$ cat src/rtl/operand_src_pkg.sv
`default_nettype none
// ============================================================================
//  Module      : operand_src_pkg
//  Description : Shared definitions for the operand-source stage: per-operand
//                mode encodings, skid-buffer state encoding and a helper that
//                extracts one channel's mode field from the instruction word.
//  Revision    : 1.0  initial release
// ============================================================================
package operand_src_pkg;

    // Per-operand source mode encodings
    localparam logic [1:0] MODE_REG = 2'b00;  // pass register address
    localparam logic [1:0] MODE_IMM = 2'b01;  // pass immediate value
    localparam logic [1:0] MODE_FWD = 2'b10;  // pass forwarded write-back
    localparam logic [1:0] MODE_RSV = 2'b11;  // reserved, flagged as error

    // Skid-buffer occupancy states
    localparam logic [1:0] ST_EMPTY = 2'd0;   // nothing held
    localparam logic [1:0] ST_ONE   = 2'd1;   // output register occupied
    localparam logic [1:0] ST_FULL  = 2'd2;   // output and skid occupied

    // Mode field of channel ch lives at op_code[mode_lsb + 2*ch +: 2]
    function automatic logic [1:0] get_mode(input logic [31:0] op_code,
                                            input int          mode_lsb,
                                            input int          ch);
        return op_code[mode_lsb + 2*ch +: 2];
    endfunction

endpackage
`default_nettype wire

$ cat src/rtl/operand_src_if.sv
`default_nettype none
// ============================================================================
//  Module      : operand_src_if
//  Description : Bundle of the operand-source stage handshake and data bus.
//                master = decode side / bench driver, slave = the stage.
//  Ports       : in_valid/in_ready/op_code/addr_in/imm_in  upstream word
//                wb_valid/wb_data                          write-back strobe
//                out_valid/out_ready/opnd_out/is_imm_out/err_out downstream
//  Revision    : 1.0  initial release
// ============================================================================
interface operand_src_if #(
    parameter int DATA_WIDTH = 32,
    parameter int NUM_OPS    = 2
) ();
    logic                          in_valid;
    logic                          in_ready;
    logic [31:0]                   op_code;
    logic [NUM_OPS*DATA_WIDTH-1:0] addr_in;
    logic [NUM_OPS*DATA_WIDTH-1:0] imm_in;
    logic                          wb_valid;
    logic [DATA_WIDTH-1:0]         wb_data;
    logic                          out_valid;
    logic                          out_ready;
    logic [NUM_OPS*DATA_WIDTH-1:0] opnd_out;
    logic [NUM_OPS-1:0]            is_imm_out;
    logic                          err_out;

    modport master (
        output in_valid, op_code, addr_in, imm_in, wb_valid, wb_data, out_ready,
        input  in_ready, out_valid, opnd_out, is_imm_out, err_out
    );

    modport slave (
        input  in_valid, op_code, addr_in, imm_in, wb_valid, wb_data, out_ready,
        output in_ready, out_valid, opnd_out, is_imm_out, err_out
    );
endinterface
`default_nettype wire

$ cat src/rtl/operand_skid_buf.sv
`default_nettype none
// ============================================================================
//  Module      : operand_skid_buf
//  Description : Generic two-entry valid/ready skid buffer. All outputs,
//                including i_ready's counterpart o_ready, are registered, so
//                there is no combinational path from i_ready to o_ready.
//  Ports       : clk, rst               clock, synchronous active-high reset
//                i_valid/o_ready/i_data upstream side
//                o_valid/i_ready/o_data downstream side
//  Revision    : 1.0  initial release
// ============================================================================
module operand_skid_buf
    import operand_src_pkg::*;
#(
    parameter int WIDTH = 8
) (
    input  logic             clk,
    input  logic             rst,
    input  logic             i_valid,
    output logic             o_ready,
    input  logic [WIDTH-1:0] i_data,
    output logic             o_valid,
    input  logic             i_ready,
    output logic [WIDTH-1:0] o_data
);

    logic [1:0]       r_state;
    logic             r_in_ready;
    logic             r_out_valid;
    logic [WIDTH-1:0] r_out_data;
    logic [WIDTH-1:0] r_skid_data;
    logic             w_accept;

    // r_in_ready mirrors (state != FULL) except it stays low for one cycle
    // after reset, which also blocks any transfer presented during reset.
    assign w_accept = i_valid & r_in_ready;

    always_ff @(posedge clk) begin
        if (rst) begin
            r_state     <= ST_EMPTY;
            r_in_ready  <= 1'b0;
            r_out_valid <= 1'b0;
            r_out_data  <= '0;
            r_skid_data <= '0;
        end else begin
            case (r_state)
                ST_EMPTY: begin
                    r_in_ready <= 1'b1;
                    if (w_accept) begin
                        r_out_data  <= i_data;
                        r_out_valid <= 1'b1;
                        r_state     <= ST_ONE;
                    end
                end
                ST_ONE: begin
                    r_in_ready <= 1'b1;
                    if (w_accept && !i_ready) begin
                        // Output is stalled: park the new word in the skid
                        r_skid_data <= i_data;
                        r_in_ready  <= 1'b0;
                        r_state     <= ST_FULL;
                    end else if (w_accept) begin
                        r_out_data <= i_data;
                    end else if (i_ready) begin
                        r_out_valid <= 1'b0;
                        r_state     <= ST_EMPTY;
                    end
                end
                ST_FULL: begin
                    if (i_ready) begin
                        r_out_data <= r_skid_data;
                        r_in_ready <= 1'b1;
                        r_state    <= ST_ONE;
                    end
                end
                default: begin
                    r_out_valid <= 1'b0;
                    r_in_ready  <= 1'b1;
                    r_state     <= ST_EMPTY;
                end
            endcase
        end
    end

    assign o_ready = r_in_ready;
    assign o_valid = r_out_valid;
    assign o_data  = r_out_data;

endmodule
`default_nettype wire

$ cat src/rtl/operand_src_stage.sv
`default_nettype none
// ============================================================================
//  Module      : operand_src_stage
//  Description : Registered operand-source stage. Each channel picks its
//                operand from the register address, the immediate, or the
//                last written-back result according to its mode field. The
//                selection is frozen at accept time and carried through a
//                skid buffer for full throughput under back-pressure.
//  Ports       : clk, rst   clock, synchronous active-high reset
//                bus        operand_src_if.slave (handshakes, data, write-back)
//  Revision    : 1.0  initial release
// ============================================================================
module operand_src_stage
    import operand_src_pkg::*;
#(
    parameter int DATA_WIDTH = 32,
    parameter int NUM_OPS    = 2,
    parameter int MODE_LSB   = 28
) (
    input  logic         clk,
    input  logic         rst,
    operand_src_if.slave bus
);

    // Payload layout: {err, is_imm[NUM_OPS-1:0], opnd[NUM_OPS*DATA_WIDTH-1:0]}
    localparam int c_opnd_w    = NUM_OPS * DATA_WIDTH;
    localparam int c_payload_w = 1 + NUM_OPS + c_opnd_w;

    logic [DATA_WIDTH-1:0]  r_last_result;
    logic                   r_fwd_seen;
    logic [DATA_WIDTH-1:0]  w_fwd_val;
    logic                   w_fwd_ok;
    logic [c_opnd_w-1:0]    w_opnd;
    logic [NUM_OPS-1:0]     w_is_imm;
    logic [NUM_OPS-1:0]     w_err_ch;
    logic [c_payload_w-1:0] w_in_data;
    logic [c_payload_w-1:0] w_out_data;

    // Write-back is tracked every cycle, independent of the handshake
    always_ff @(posedge clk) begin
        if (rst) begin
            r_last_result <= '0;
            r_fwd_seen    <= 1'b0;
        end else if (bus.wb_valid) begin
            r_last_result <= bus.wb_data;
            r_fwd_seen    <= 1'b1;
        end
    end

    // Same-cycle bypass: a write-back coincident with the accept wins
    assign w_fwd_val = bus.wb_valid ? bus.wb_data : r_last_result;
    assign w_fwd_ok  = bus.wb_valid | r_fwd_seen;

    generate
        for (genvar gi = 0; gi < NUM_OPS; gi++) begin : g_chan
            logic [1:0] w_mode;
            assign w_mode = get_mode(bus.op_code, MODE_LSB, gi);

            // Reserved mode falls back to the register address
            assign w_opnd[gi*DATA_WIDTH +: DATA_WIDTH] =
                (w_mode == MODE_IMM) ? bus.imm_in[gi*DATA_WIDTH +: DATA_WIDTH] :
                (w_mode == MODE_FWD) ? (w_fwd_ok ? w_fwd_val : '0) :
                                       bus.addr_in[gi*DATA_WIDTH +: DATA_WIDTH];

            assign w_is_imm[gi] = (w_mode == MODE_IMM) || (w_mode == MODE_FWD);
            assign w_err_ch[gi] = (w_mode == MODE_RSV) ||
                                  ((w_mode == MODE_FWD) && !w_fwd_ok);
        end
    endgenerate

    assign w_in_data = {(|w_err_ch), w_is_imm, w_opnd};

    operand_skid_buf #(
        .WIDTH (c_payload_w)
    ) u_skid (
        .clk     (clk),
        .rst     (rst),
        .i_valid (bus.in_valid),
        .o_ready (bus.in_ready),
        .i_data  (w_in_data),
        .o_valid (bus.out_valid),
        .i_ready (bus.out_ready),
        .o_data  (w_out_data)
    );

    assign bus.opnd_out   = w_out_data[c_opnd_w-1:0];
    assign bus.is_imm_out = w_out_data[c_opnd_w +: NUM_OPS];
    assign bus.err_out    = w_out_data[c_payload_w-1];

endmodule
`default_nettype wire

$ cat src/flat_wrapper.sv
// flat-port wrapper written by rule: the top's interface ports become plain ports
module operand_src_stage_flat import operand_src_pkg::*;
#(
    parameter int DATA_WIDTH = 32,
    parameter int NUM_OPS    = 2,
    parameter int MODE_LSB   = 28
)
  (clk, rst, bus_in_valid, bus_op_code, bus_addr_in, bus_imm_in, bus_wb_valid, bus_wb_data, bus_out_ready, bus_in_ready, bus_out_valid, bus_opnd_out, bus_is_imm_out, bus_err_out);
  operand_src_if #(.DATA_WIDTH(DATA_WIDTH), .NUM_OPS(NUM_OPS)) bus_i ();
  input  logic clk;
  input  logic rst;
  input wire logic [$bits(bus_i.in_valid)-1:0] bus_in_valid;
  input wire logic [$bits(bus_i.op_code)-1:0] bus_op_code;
  input wire logic [$bits(bus_i.addr_in)-1:0] bus_addr_in;
  input wire logic [$bits(bus_i.imm_in)-1:0] bus_imm_in;
  input wire logic [$bits(bus_i.wb_valid)-1:0] bus_wb_valid;
  input wire logic [$bits(bus_i.wb_data)-1:0] bus_wb_data;
  input wire logic [$bits(bus_i.out_ready)-1:0] bus_out_ready;
  output wire logic [$bits(bus_i.in_ready)-1:0] bus_in_ready;
  output wire logic [$bits(bus_i.out_valid)-1:0] bus_out_valid;
  output wire logic [$bits(bus_i.opnd_out)-1:0] bus_opnd_out;
  output wire logic [$bits(bus_i.is_imm_out)-1:0] bus_is_imm_out;
  output wire logic [$bits(bus_i.err_out)-1:0] bus_err_out;
  assign bus_i.in_valid = bus_in_valid;
  assign bus_i.op_code = bus_op_code;
  assign bus_i.addr_in = bus_addr_in;
  assign bus_i.imm_in = bus_imm_in;
  assign bus_i.wb_valid = bus_wb_valid;
  assign bus_i.wb_data = bus_wb_data;
  assign bus_i.out_ready = bus_out_ready;
  assign bus_in_ready = bus_i.in_ready;
  assign bus_out_valid = bus_i.out_valid;
  assign bus_opnd_out = bus_i.opnd_out;
  assign bus_is_imm_out = bus_i.is_imm_out;
  assign bus_err_out = bus_i.err_out;
  operand_src_stage #(.DATA_WIDTH(DATA_WIDTH), .NUM_OPS(NUM_OPS), .MODE_LSB(MODE_LSB)) u_core (.clk(clk), .rst(rst), .bus(bus_i));
endmodule
$ cat config.mk
export PLATFORM = sky130hd
export DESIGN_NAME = operand_src_stage_flat
export DESIGN_NICKNAME = d
export VERILOG_FILES = /design/src/rtl/operand_src_pkg.sv /design/src/rtl/operand_src_if.sv /design/src/rtl/operand_skid_buf.sv /design/src/rtl/operand_src_stage.sv /design/src/flat_wrapper.sv
export SDC_FILE = /design/constraint.sdc
export NUM_CORES = 1
export LEC_CHECK = 0
export ABC_AREA = 1
export BUFFER_PORTS_ARGS = -buffer_cell sky130_fd_sc_hd__buf_2
export CORE_MARGIN = 1.5
export CORE_UTILIZATION = 53
export DETAILED_ROUTE_END_ITERATION = 7
export HOLD_SLACK_MARGIN = 0.08
export PLACE_DENSITY = 0.81
export SKIP_LAST_GASP = 1
export SYNTH_ARGS = -nofsm -noshare
export SYNTH_HDL_FRONTEND = slang
export SYNTH_SLANG_ARGS = --single-unit
export TNS_END_PERCENT = 5
$ cat constraint.sdc
create_clock -name clk -period 1.65 [get_ports clk]
set_input_delay 0.33 -clock clk [delete_from_list [all_inputs] [get_ports clk]]
set_output_delay 0.33 -clock clk [all_outputs]
set_load 0.01 [all_outputs]
==> flow_summary.json, run 1 <==
{
  "grt-ovfl-total": 0,
  "ios": 266,
  "nets": 1988,
  "crit_family": "simple AND/OR/NAND/NOR gates",
  "critPathBufInv": 4,
  "die_x_um": 135,
  "final-setup-viol-count": 0,
  "ys.warnings.count": 0,
  "cts_tree": "done",
  "grt_pass1_wl_um": 43100,
  "avgSynthCellArea_um2": 5.81,
  "period_minus_slack_ns": 1.62,
  "ctsHtreeMaxLevel": 4,
  "grt_antenna_before_repair": 3,
  "cp-end-kind": "flip-flop",
  "hold_violations": 0,
  "min_path_type": "primary input to flip-flop",
  "vias": 10200,
  "path_clk_slew_ns": 0.07,
  "async_reset_ff_share_pct": 0,
  "dr.pass1.iters": 6,
  "cts.sinks": 171,
  "gp_congestion": 0.860,
  "drtAntennaViolNets": 0,
  "holdWs_ns": 0.177,
  "area_delta_synth_final_pct": 24.7,
  "wl_per_cell_um": 14.4,
  "status": "complete, no violations",
  "maxSlewViolCount": 0,
  "holdCritStartpoint": "bus_wb_data[25]",
  "ctsHoldBuffers": 0,
  "r2r-start": "u_core.u_skid.o_ready$_SDFFE_PP0N_",
  "slowest_delay_ns": 0.37,
  "post_drt_via_cell_ratio": 5.02,
  "ir_drop_v": 0.000778,
  "drtIter0Drc": 785,
  "drv_cap": 0,
  "fp.coreArea_mm2": 0.0171,
  "seq_area_frac_synth_pct": 37.2,
  "rows": 48,
  "die-area_mm2": 0.0182,
  "grt_usage_pct": 30.4,
  "fin_util_pct": 67.1,
  "yosysUniqueCellTypes": 21,
  "grt_pass1_vias": 8804,
  "syn_inst": 1584,
  "start_util_pct": 53.8,
  "cts_inserted_buffers": 17,
  "max_freq_mhz": 618,
  "post-route-period-util_pct": 98.1,
  "setup.worst_path.start_class": "flip-flop",
  "slowest_stage": "dfxtp_1",
  "finalSetupTns_ns": 0,
  "synth.top_cell.area_share_pct": 37.2,
  "dp_hpwl_um": 19800,
  "power_per_cell_area_mw_per_mm2": 900,
  "yosys.area.top_type": "dfxtp_1",
  "wirelength_um": 29200,
  "tightest_slew_ns": 0.559,
  "cp_max_fo": 12,
  "synth_edf_count": 0,
  "p_leak_nw": 6.51,
  "synthTopCellsByArea": "dfxtp_1 37%, nand2_1 24%, nor2_1 11%",
  "clockRootBuffer": "clkbuf_16",
  "critPathLaunch": "u_core.u_skid.o_ready$_SDFFE_PP0N_",
  "slew_headroom_pct": 62.7,
  "crit_chain": "nand2_1 > nor2_4 > inv_1 > nand2_1 > nand3_4 > buf_12 > buf_12 > inv_1 > nand2_1 > a21oi_1",
  "clockBufferDepth": 2,
  "crit_type": "flip-flop to flip-flop",
  "crit_required_ns": 2.01,
  "drive_above_1_share_pct": 18.0,
  "synth_flop_cell": "dfxtp_1",
  "clk_latency_ns": 0.43,
  "crit_top_cell": "nand2_1",
  "port_buffers": 237,
  "arrival_ns": 1.98,
  "ys_seq_elements": 171,
  "syn-num-nets": 1787,
  "drc": 0,
  "die_y_um": 135,
  "grt_max_degree": 87,
  "finalClockSkew_ns": 0.00732,
  "syn_area_mm2": 0.00920
}
kinds of logic (layout without fill, tap and decap cells):
group	after synthesis	count (layout)	share of synthesized area (%)
AOI/OAI and AO/OA	244	244	13.3
adders and majority gates	6	6	0.816
buffers and inverters	307	520	13.4
DFF	171	171	37.2
other	0	3	0
and+or+nand+nor	856	856	35.3
tightest hold or removal path, delay by kind of cell:
kind | cells | cell delay, ns
simple gates | 1 | 0.07
buf+inv | 1 | 0.09
compound gates | 1 | 0.06
cell usage after synthesis, types with 4 or more instances:
| cell | n |
|---|---|
| buf_2 | 13 |
| nor2_1 | 260 |
| inv_1 | 204 |
| o21ai_0 | 72 |
| a21oi_1 | 170 |
| clkbuf_1 | 56 |
| dfxtp_1 | 171 |
| buf_1 | 20 |
| buf_6 | 8 |
| inv_2 | 4 |
| nand2_1 | 588 |
| ha_1 | 6 |
flip-flops by register name, indices dropped and copies added (netlist names):
signal,cells
u_core.r_fwd_seen,1
u_core.r_last_result,32
u_core.u_skid.o_data,67
u_core.u_skid.o_ready,1
u_core.u_skid.o_valid,1
u_core.u_skid.r_skid_data,67
u_core.u_skid.r_state,2
cell type report:
class / instances / area (µm²)
inverters: 208 / 783
repair buffers: 281 / 1850
multi-input cells: 1106 / 4570
diodes: 3 / 7.51
clock buffers: 20 / 447
flip-flops and latches: 171 / 3420
well taps: 225 / 282
fillers: 1583 / 5640
clock inverters: 11 / 120
stage by stage:
step | setup WS, ns | area, µm² | cells | total power, mW
after CTS | 0.0119 | 11300 | 2012 | 10.2
after global routing | -0.0279 | 11500 | 2024 | 10.8
final | 0.0317 | 11500 | 2025 | 10.3
after floorplan | 0.131 | 9200 | 1584 | 5.61
after global placement | 0.00158 | 10700 | 1981 | 6.30
after detailed placement | -0.0353 | 10700 | 1981 | 6.34
where the power goes:
group	internal [mW]	total, mW	switching [mW]	leakage, nW
combinational	0.755	1.93	1.18	4.84
clock	2.26	3.97	1.71	0.272
sequential	4.34	4.43	0.0945	1.40
metal layers:
layer / track usage, % / part of all wire, % / up-vias / routed length [µm]
li1: - / - / 5152 / -
met1: 40.1 / 42 / 4479 / 12200
met2: 50.4 / 47 / 489 / 13600
met3: 4.58 / 9.1 / 46 / 2670
met4: 11.4 / 2.6 / 0 / 747
met5: 0 / 0 / - / 0
cells in the final DEF, fill, tap and decap left out:
| master | instances |
|---|---|
| nand3_4 | 1 |
| inv_2 | 3 |
| buf_12 | 17 |
| inv_1 | 204 |
| bufinv_16 | 2 |
| o21ai_0 | 72 |
| diode_2 | 3 |
| clkinv_4 | 1 |
| nor2_1 | 259 |
| nor3_1 | 2 |
| a21oi_1 | 170 |
| clkbuf_8 | 1 |
| nor2_2 | 1 |
| buf_16 | 1 |
| nand2_4 | 1 |
| dfxtp_1 | 170 |
| clkinvlp_4 | 3 |
| clkinv_2 | 4 |
| nand2_1 | 588 |
| nand3_1 | 2 |
| inv_6 | 1 |
| ha_1 | 2 |
| ha_2 | 4 |
| nor2_4 | 2 |
| buf_4 | 21 |
| buf_8 | 1 |
| clkbuf_1 | 2 |
| buf_2 | 236 |
| inv_4 | 1 |
| o211ai_1 | 1 |
| clkbuf_16 | 22 |
| dfxtp_2 | 1 |
| a31oi_1 | 1 |
timing repair:
action                                  CTS  global route
buffers inserted                          0             4
resized for setup                         0             5
endpoints found under the setup margin    0            49
final timing paths:
path	to	slack, ns	depth (start not counted)
setup / recovery	u_core.u_skid.o_data[65]$_SDFFE_PP0P_	0.03	10
hold / removal	u_core.r_last_result[25]$_SDFF_PP0_	0.18	3
setup reg to reg	u_core.u_skid.o_data[65]$_SDFFE_PP0P_	0.03	10
hold reg to reg	u_core.r_last_result[28]$_SDFF_PP0_	0.47	2
Power figures use the tool's default switching activity.
==> inputs of run 2 (changes only) <==
--- a/config.mk
+++ b/config.mk
@@ -5,10 +5,10 @@
 export SDC_FILE = /design/constraint.sdc
 export NUM_CORES = 1
 export LEC_CHECK = 0
-export ABC_AREA = 1
 export BUFFER_PORTS_ARGS = -buffer_cell sky130_fd_sc_hd__buf_2
 export CORE_MARGIN = 1.5
-export CORE_UTILIZATION = 53
+export CORE_UTILIZATION = 52
+export CTS_CLUSTER_SIZE = 28
 export DETAILED_ROUTE_END_ITERATION = 7
 export HOLD_SLACK_MARGIN = 0.08
 export PLACE_DENSITY = 0.81
==> run 2 against run 1 <==
Sequential share of layout area up 1.2 points; first-iteration DRC count up 3.3%; hold slack better by 0.027 ns; global-route usage up 1.6 points; sequential power about the same.
==> flow_summary.json, run 2 <==
{
  "status": "complete, no violations",
  "grt_pass1_vias": 8450,
  "drive_above_1_share_pct": 30.8,
  "area_delta_synth_final_pct": 27.6,
  "rows": 46,
  "ctsHoldBuffers": 0,
  "slew_headroom_pct": 68.2,
  "clockBufferDepth": 2,
  "swShare_pct": 26.9,
  "mostFrequentLayoutCells": "236 x buf_2, 171 x dfxtp_1, 136 x nor2_1",
  "final_common_cell": "buf_2",
  "final-setup-viol-count": 0,
  "drc": 0,
  "period_minus_slack_ns": 1.64,
  "clockRootBuffer": "clkbuf_16",
  "post_drt_via_cell_ratio": 6.17,
  "drtIter0Drc": 811,
  "seq_area_frac_synth_pct": 39.5,
  "crit_type": "flip-flop to flip-flop",
  "nets": 1415,
  "final.fill_count": 1307,
  "vias": 8915,
  "grt_pass1_wl_um": 44500,
  "ir_drop_v": 0.000737,
  "cts_setup_buffers": 0,
  "cp_max_fo": 10,
  "yosysUniqueCellTypes": 35,
  "synth.top_cell.area_share_pct": 39.5,
  "synthTopCellsByArea": "dfxtp_1 40%, a32o_1 7.4%, nand2b_1 7.1%",
  "port_buffers": 237,
  "grt_usage_pct": 32.0,
  "crit_required_ns": 2.03,
  "yosys.area.top_type": "dfxtp_1",
  "min_path_type": "primary input to flip-flop",
  "ys.warnings.count": 0,
  "drtAntennaViolNets": 0,
  "path_clk_slew_ns": 0.07,
  "setup.worst_path.start_class": "flip-flop",
  "wl_per_cell_um": 19.5,
  "gp_congestion": 0.875,
  "synth_flop_cell": "dfxtp_1",
  "syn_area_mm2": 0.00866,
  "p_comb_share_pct": 17.1,
  "wirelength_um": 28200,
  "avgSynthCellArea_um2": 8.91,
  "syn_inst": 972,
  "ios": 266,
  "finalClockSkew_ns": 0.00854,
  "grt_antenna_before_repair": 4,
  "yosysMostFrequentCell": "dfxtp_1",
  "die_y_um": 132,
  "fin_util_pct": 68.8,
  "synth_edf_count": 0,
  "tightest_slew_ns": 0.474,
  "arrival_ns": 2.03,
  "dr.pass1.iters": 5,
  "cts_tree": "done",
  "fp.coreArea_mm2": 0.0161,
  "cts_inserted_buffers": 17,
  "async_reset_ff_share_pct": 0,
  "cp-end-kind": "flip-flop",
  "post-route-period-util_pct": 99.7,
  "drv_cap": 0,
  "clkPwrFrac_pct": 39.4,
  "die-area_mm2": 0.0174,
  "clk_latency_ns": 0.43,
  "r2r_cells": 5,
  "die_x_um": 132,
  "syn-num-nets": 1175,
  "seqPwrFrac_pct": 43.5,
  "maxSlewViolCount": 0,
  "hold_violations": 0,
  "p_total_mw": 10.2,
  "cts.sinks": 171,
  "grt-ovfl-total": 0,
  "grt_max_degree": 79,
  "ctsHtreeMaxLevel": 4,
  "synth_common_cells": "171 x dfxtp_1, 136 x nor2_1, 98 x nand2b_1",
  "rsz0062_at_grt": "yes",
  "max_freq_mhz": 608,
  "p_leak_nw": 4.60,
  "start_util_pct": 53.9,
  "whs_path_depth": 3,
  "power_per_cell_area_mw_per_mm2": 919,
  "power.internal_mw": 7.42,
  "dp_hpwl_um": 19300,
  "p_switching_mw": 2.73,
  "ys_seq_elements": 171
}
## run 2: cell count changes in the layout (fill, tap and decap cells not counted), moves of 49 or more
cell | previous run | this run
nand2b_1 | 0 | 98
a311oi_1 | 0 | 56
nand2_1 | 588 | 39
nor3_1 | 2 | 66
a32o_1 | 0 | 64
a211oi_1 | 0 | 66
o21ai_0 | 72 | 0
a21oi_1 | 170 | 37
nor2_1 | 259 | 136
buf_4 | 21 | 70
inv_1 | 204 | 4
a211o_1 | 0 | 64
## run 2: what timing repair did
item,in CTS,in global routing
setup endpoints to repair,3,39
gates resized for setup,1,4
hold endpoints to repair,0,0
## run 2: per-stage QoR
stage / TNS (ns) / cell area [µm²] / hold slack, ns / cells / setup WS, ns
floorplan: 0 / 8660 / 0.450 / 972 / 0.000254
global placement: -14.07 / 10400 / 0.437 / 1409 / -0.247
detailed placement: -17.38 / 10400 / 0.447 / 1409 / -0.319
CTS: -0.0106 / 11000 / 0.191 / 1440 / -0.0106
global route: -0.972 / 11000 / 0.210 / 1442 / -0.0889
finish: 0 / 11000 / 0.204 / 1444 / 0.00504
## run 2: layout make-up
class                   instances  area (µm²)  share of cell area (%)
well taps                     216         270                    2.45
clock inverters                11         121                    1.10
inverters                       4        15.0                   0.136
multi-input cells             693        4660                    42.2
diodes                          4        10.0                  0.0906
clock buffers                  20         457                    4.13
repair buffers                325        2090                    18.9
flip-flops and latches        171        3420                    31.0
## run 2: power by group through the flow
stage | combinational (mW) | sequential [mW] | clock [mW]
6_report | 1.74 | 4.42 | 3.99
5_1_grt | 1.87 | 4.44 | 4.17
4_1_cts | 1.71 | 4.42 | 4.02
3_5_place_dp | 1.69 | 4.51 | 0
3_3_place_gp | 1.67 | 4.50 | 0
2_1_floorplan | 0.909 | 4.54 | 0
## run 2: per-layer routing
metal | vias up | global-route usage [%] | share of wire [%]
li1 | 4151 | - | -
met1 | 4193 | 38.9 | 39
met2 | 497 | 53.7 | 49
met3 | 72 | 6.84 | 8.6
met4 | 2 | 15.7 | 3.3
met5 | - | 0 | 0.035
## run 2: cell families (layout without fill, tap and decap cells)
logic type / count (synthesis) / count (layout) / share of synthesized area, %
fa+ha+maj: 6 / 6 / 0.867
buf+inv: 108 / 360 / 7.41
mux: 1 / 1 / 0.116
other cells: 0 / 4 / 0
flops: 171 / 171 / 39.5
simple gates: 383 / 383 / 22.7
compound gates: 303 / 303 / 29.3
## run 2: worst max-delay path, cell delays in order (launching register included)
cell and delay [ns]:
dfxtp_1 0.41, buf_4 0.25, nand3b_1 0.17, a311oi_1 0.46
a211o_1 0.16, a32o_1 0.15
## run 2: path summary, 6_finish.rpt
| kind | startpoint | to | slack (ns) |
|---|---|---|---|
| max | u_core.r_fwd_seen$_SDFFE_PP0P_ | u_core.u_skid.o_data[61]$_SDFFE_PP0P_ | 0.005 |
| min | bus_imm_in[26] | u_core.u_skid.r_skid_data[26]$_SDFFE_PP0P_ | 0.20 |
| max reg2reg | u_core.r_fwd_seen$_SDFFE_PP0P_ | u_core.u_skid.o_data[61]$_SDFFE_PP0P_ | 0.005 |
| min reg2reg | u_core.u_skid.o_data[65]$_SDFFE_PP0P_ | u_core.u_skid.o_data[65]$_SDFFE_PP0P_ | 0.46 |
==> inputs of run 3 (changes only) <==
--- a/config.mk
+++ b/config.mk
@@ -15,5 +15,6 @@
 export SKIP_LAST_GASP = 1
 export SYNTH_ARGS = -nofsm -noshare
 export SYNTH_HDL_FRONTEND = slang
+export SYNTH_HIERARCHICAL = 1
 export SYNTH_SLANG_ARGS = --single-unit
 export TNS_END_PERCENT = 5
==> run 3 against run 2 <==
Cell count fell by 1.7%; final area decreased by 2.3%; global-route usage decreased by 4.5 points; non-clock buffer count down 28; register-to-register slack better by 0.04 ns; clock power is 5.5% lower; flip-flop and latch count unchanged; synthesized area shrank 1.5%; utilization is 1.1 points lower; first-iteration DRC count fell by 28%.
==> flow_summary.json, run 3 <==
{
  "synth_common_cells": "203 x nand2_1, 171 x dfxtp_1, 102 x a21oi_1",
  "status": "complete, no violations",
  "die-area_mm2": 0.0172,
  "drc": 0,
  "dr.pass1.iters": 5,
  "die_y_um": 131,
  "power_per_cell_area_mw_per_mm2": 941,
  "ys_seq_elements": 171,
  "wirelength_um": 24100,
  "syn-num-nets": 1166,
  "yosys.area.top_type": "dfxtp_1",
  "grt_usage_pct": 27.4,
  "die_x_um": 131,
  "post-route-period-util_pct": 97.6,
  "period_minus_slack_ns": 1.61,
  "rows": 46,
  "ys.warnings.count": 6,
  "reg2reg_slack_ns": 0.04,
  "port_buffers": 237,
  "p_leak_nw": 4.73,
  "cp_max_fo": 30,
  "grt_antenna_before_repair": 0,
  "clockRootBuffer": "clkbuf_16",
  "drv_cap": 0,
  "maxSlewViolCount": 0,
  "synth.top_cell.area_share_pct": 40.1,
  "wl_per_cell_um": 17.0,
  "antennaDiodeCount": 0,
  "gp_congestion": 0.822,
  "critPathLaunch": "u_core/u_skid/r_state[0]$_SDFFE_PP0P_",
  "r2r-start": "u_core/u_skid/r_state[0]$_SDFFE_PP0P_",
  "placed_area_mm2": 0.0102,
  "ir_drop_v": 0.000730,
  "fp.coreArea_mm2": 0.0159,
  "seq_area_frac_synth_pct": 40.1,
  "vias": 8041,
  "tightest_slew_ns": 0.379,
  "post_drt_via_cell_ratio": 5.66,
  "arrival_ns": 1.95,
  "area_delta_synth_final_pct": 26.5,
  "final.fill_count": 1258,
  "final_cell_area_mm2": 0.0108,
  "cts_tree": "done",
  "grt_max_degree": 69,
  "crit_type": "flip-flop to flip-flop",
  "r2r_cells": 6,
  "fin_util_pct": 67.7,
  "min_path_type": "primary input to flip-flop",
  "drtAntennaViolNets": 0,
  "mostFrequentLayoutCells": "236 x buf_2, 201 x nand2_1, 170 x dfxtp_1",
  "finalSetupTns_ns": 0,
  "crit_required_ns": 1.99,
  "setup.worst_path.start_class": "flip-flop",
  "rsz0062_at_grt": "yes",
  "hold_violations": 0,
  "async_reset_ff_share_pct": 0,
  "path_clk_slew_ns": 0.06,
  "avgSynthCellArea_um2": 8.86,
  "synthTopCellsByArea": "dfxtp_1 40%, a211oi_2 9.8%, nand2_1 8.9%",
  "grt_pass1_vias": 7556,
  "cp-end-kind": "flip-flop",
  "clockBufferDepth": 2,
  "slew_headroom_pct": 74.7,
  "drive_above_1_share_pct": 36.7,
  "ctsHtreeMaxLevel": 4,
  "final-setup-viol-count": 0,
  "dp_hpwl_um": 16600,
  "crit_path_end": "u_core/u_skid/o_data[17]$_SDFFE_PP0P_",
  "yosysMostFrequentCell": "nand2_1",
  "worst_slack_ns": 0.0403,
  "yosysUniqueCellTypes": 31,
  "synth_flop_cell": "dfxtp_1",
  "dp_slack_ns": -0.326,
  "grt_pass1_wl_um": 36700,
  "max_freq_mhz": 621,
  "grt-ovfl-total": 0,
  "syn_area_mm2": 0.00853,
  "reg2reg_to": "u_core/u_skid/o_data[17]$_SDFFE_PP0P_",
  "cts.sinks": 171,
  "synth_edf_count": 0,
  "finalClockSkew_ns": 0.00663,
  "fin_cells": 1420,
  "drtIter0Drc": 582,
  "cts_inserted_buffers": 17,
  "start_util_pct": 53.5,
  "syn_inst": 963,
  "nets": 1394,
  "dp.cells": 1388,
  "clk_latency_ns": 0.42,
  "final_common_cell": "buf_2",
  "ctsHoldBuffers": 0,
  "ios": 266
}
==> run 3: worst max-delay path, cell delays in order (launching register included) <==
cell and delay [ns]:
dfxtp_1 0.37, nor2b_4 0.17, o32ai_4 0.27, buf_4 0.21, buf_12 0.20, nor2_1 0.08, a211oi_2 0.21
==> run 3: layer usage <==
metal / global-route usage, % / vias to the layer above / routed length, µm
li1: - / 3865 / -
met1: 33.1 / 3812 / 10300
met2: 48.0 / 317 / 11800
met3: 4.59 / 47 / 1390
met4: 12.3 / 0 / 648
met5: 0 / - / 0
==> run 3: worst min path at each step <==
stage                                                       to  cells after the start                                  startpoint  slack [ns]
floorplan            u_core/u_skid/r_skid_data[0]$_SDFFE_PP0P_                      2   u_core/u_skid/r_skid_data[0]$_SDFFE_PP0P_        0.44
global placement    u_core/u_skid/r_skid_data[31]$_SDFFE_PP0P_                      2  u_core/u_skid/r_skid_data[31]$_SDFFE_PP0P_        0.44
detailed placement  u_core/u_skid/r_skid_data[17]$_SDFFE_PP0P_                      2  u_core/u_skid/r_skid_data[17]$_SDFFE_PP0P_        0.45
CTS                        u_core/r_last_result[26]$_SDFF_PP0_                      3                             bus_wb_data[26]        0.19
global route               u_core/r_last_result[31]$_SDFF_PP0_                      3                             bus_wb_data[31]        0.21
finish                     u_core/r_last_result[26]$_SDFF_PP0_                      3                             bus_wb_data[26]        0.20
==> run 3: timing repair <==
action	4_1_cts	5_1_grt
setup endpoints to repair	3	57
buffers inserted	0	0
endpoints found under the hold margin	0	0
gates resized for setup	1	6
==> run 3: kinds of logic (layout without fill, tap and decap cells) <==
group / after synthesis / in the layout / share of synthesized area [%]
AND/OR/NAND/NOR: 321 / 321 / 15.6
AO/OA/AOI/OAI: 301 / 301 / 28.1
flip-flops: 171 / 171 / 40.1
buffers and inverters: 96 / 337 / 7.35
multiplexers: 68 / 68 / 7.98
adder cells (fa/ha/maj): 6 / 6 / 0.880
==> run 3: power by group <==
part           switching (mW)  leakage [nW]  total [mW]  internal [mW]
Sequential              0.116          1.40        4.45           4.34
Combinational            1.07          3.06        1.93          0.864
Clock                    1.61         0.266        3.77           2.15
Total                    2.80          4.73        10.2           7.36
==> run 3: area by class of cell <==
cell class | instances | area (µm²) | area share (%)
inverters | 8 | 30.0 | 0.278
well taps | 216 | 270 | 2.50
repair buffers | 297 | 1980 | 18.4
clock buffers | 22 | 464 | 4.30
multi-input cells | 696 | 4530 | 41.9
clock inverters | 10 | 93.8 | 0.869
flip-flops and latches | 171 | 3420 | 31.7
==> run 3: through the flow <==
stage	hold WS [ns]	total power, mW
5_1_grt	0.207	10.6
4_1_cts	0.187	10.2
3_3_place_gp	0.441	6.39
2_1_floorplan	0.436	5.70
3_5_place_dp	0.446	6.44
6_report	0.204	10.2
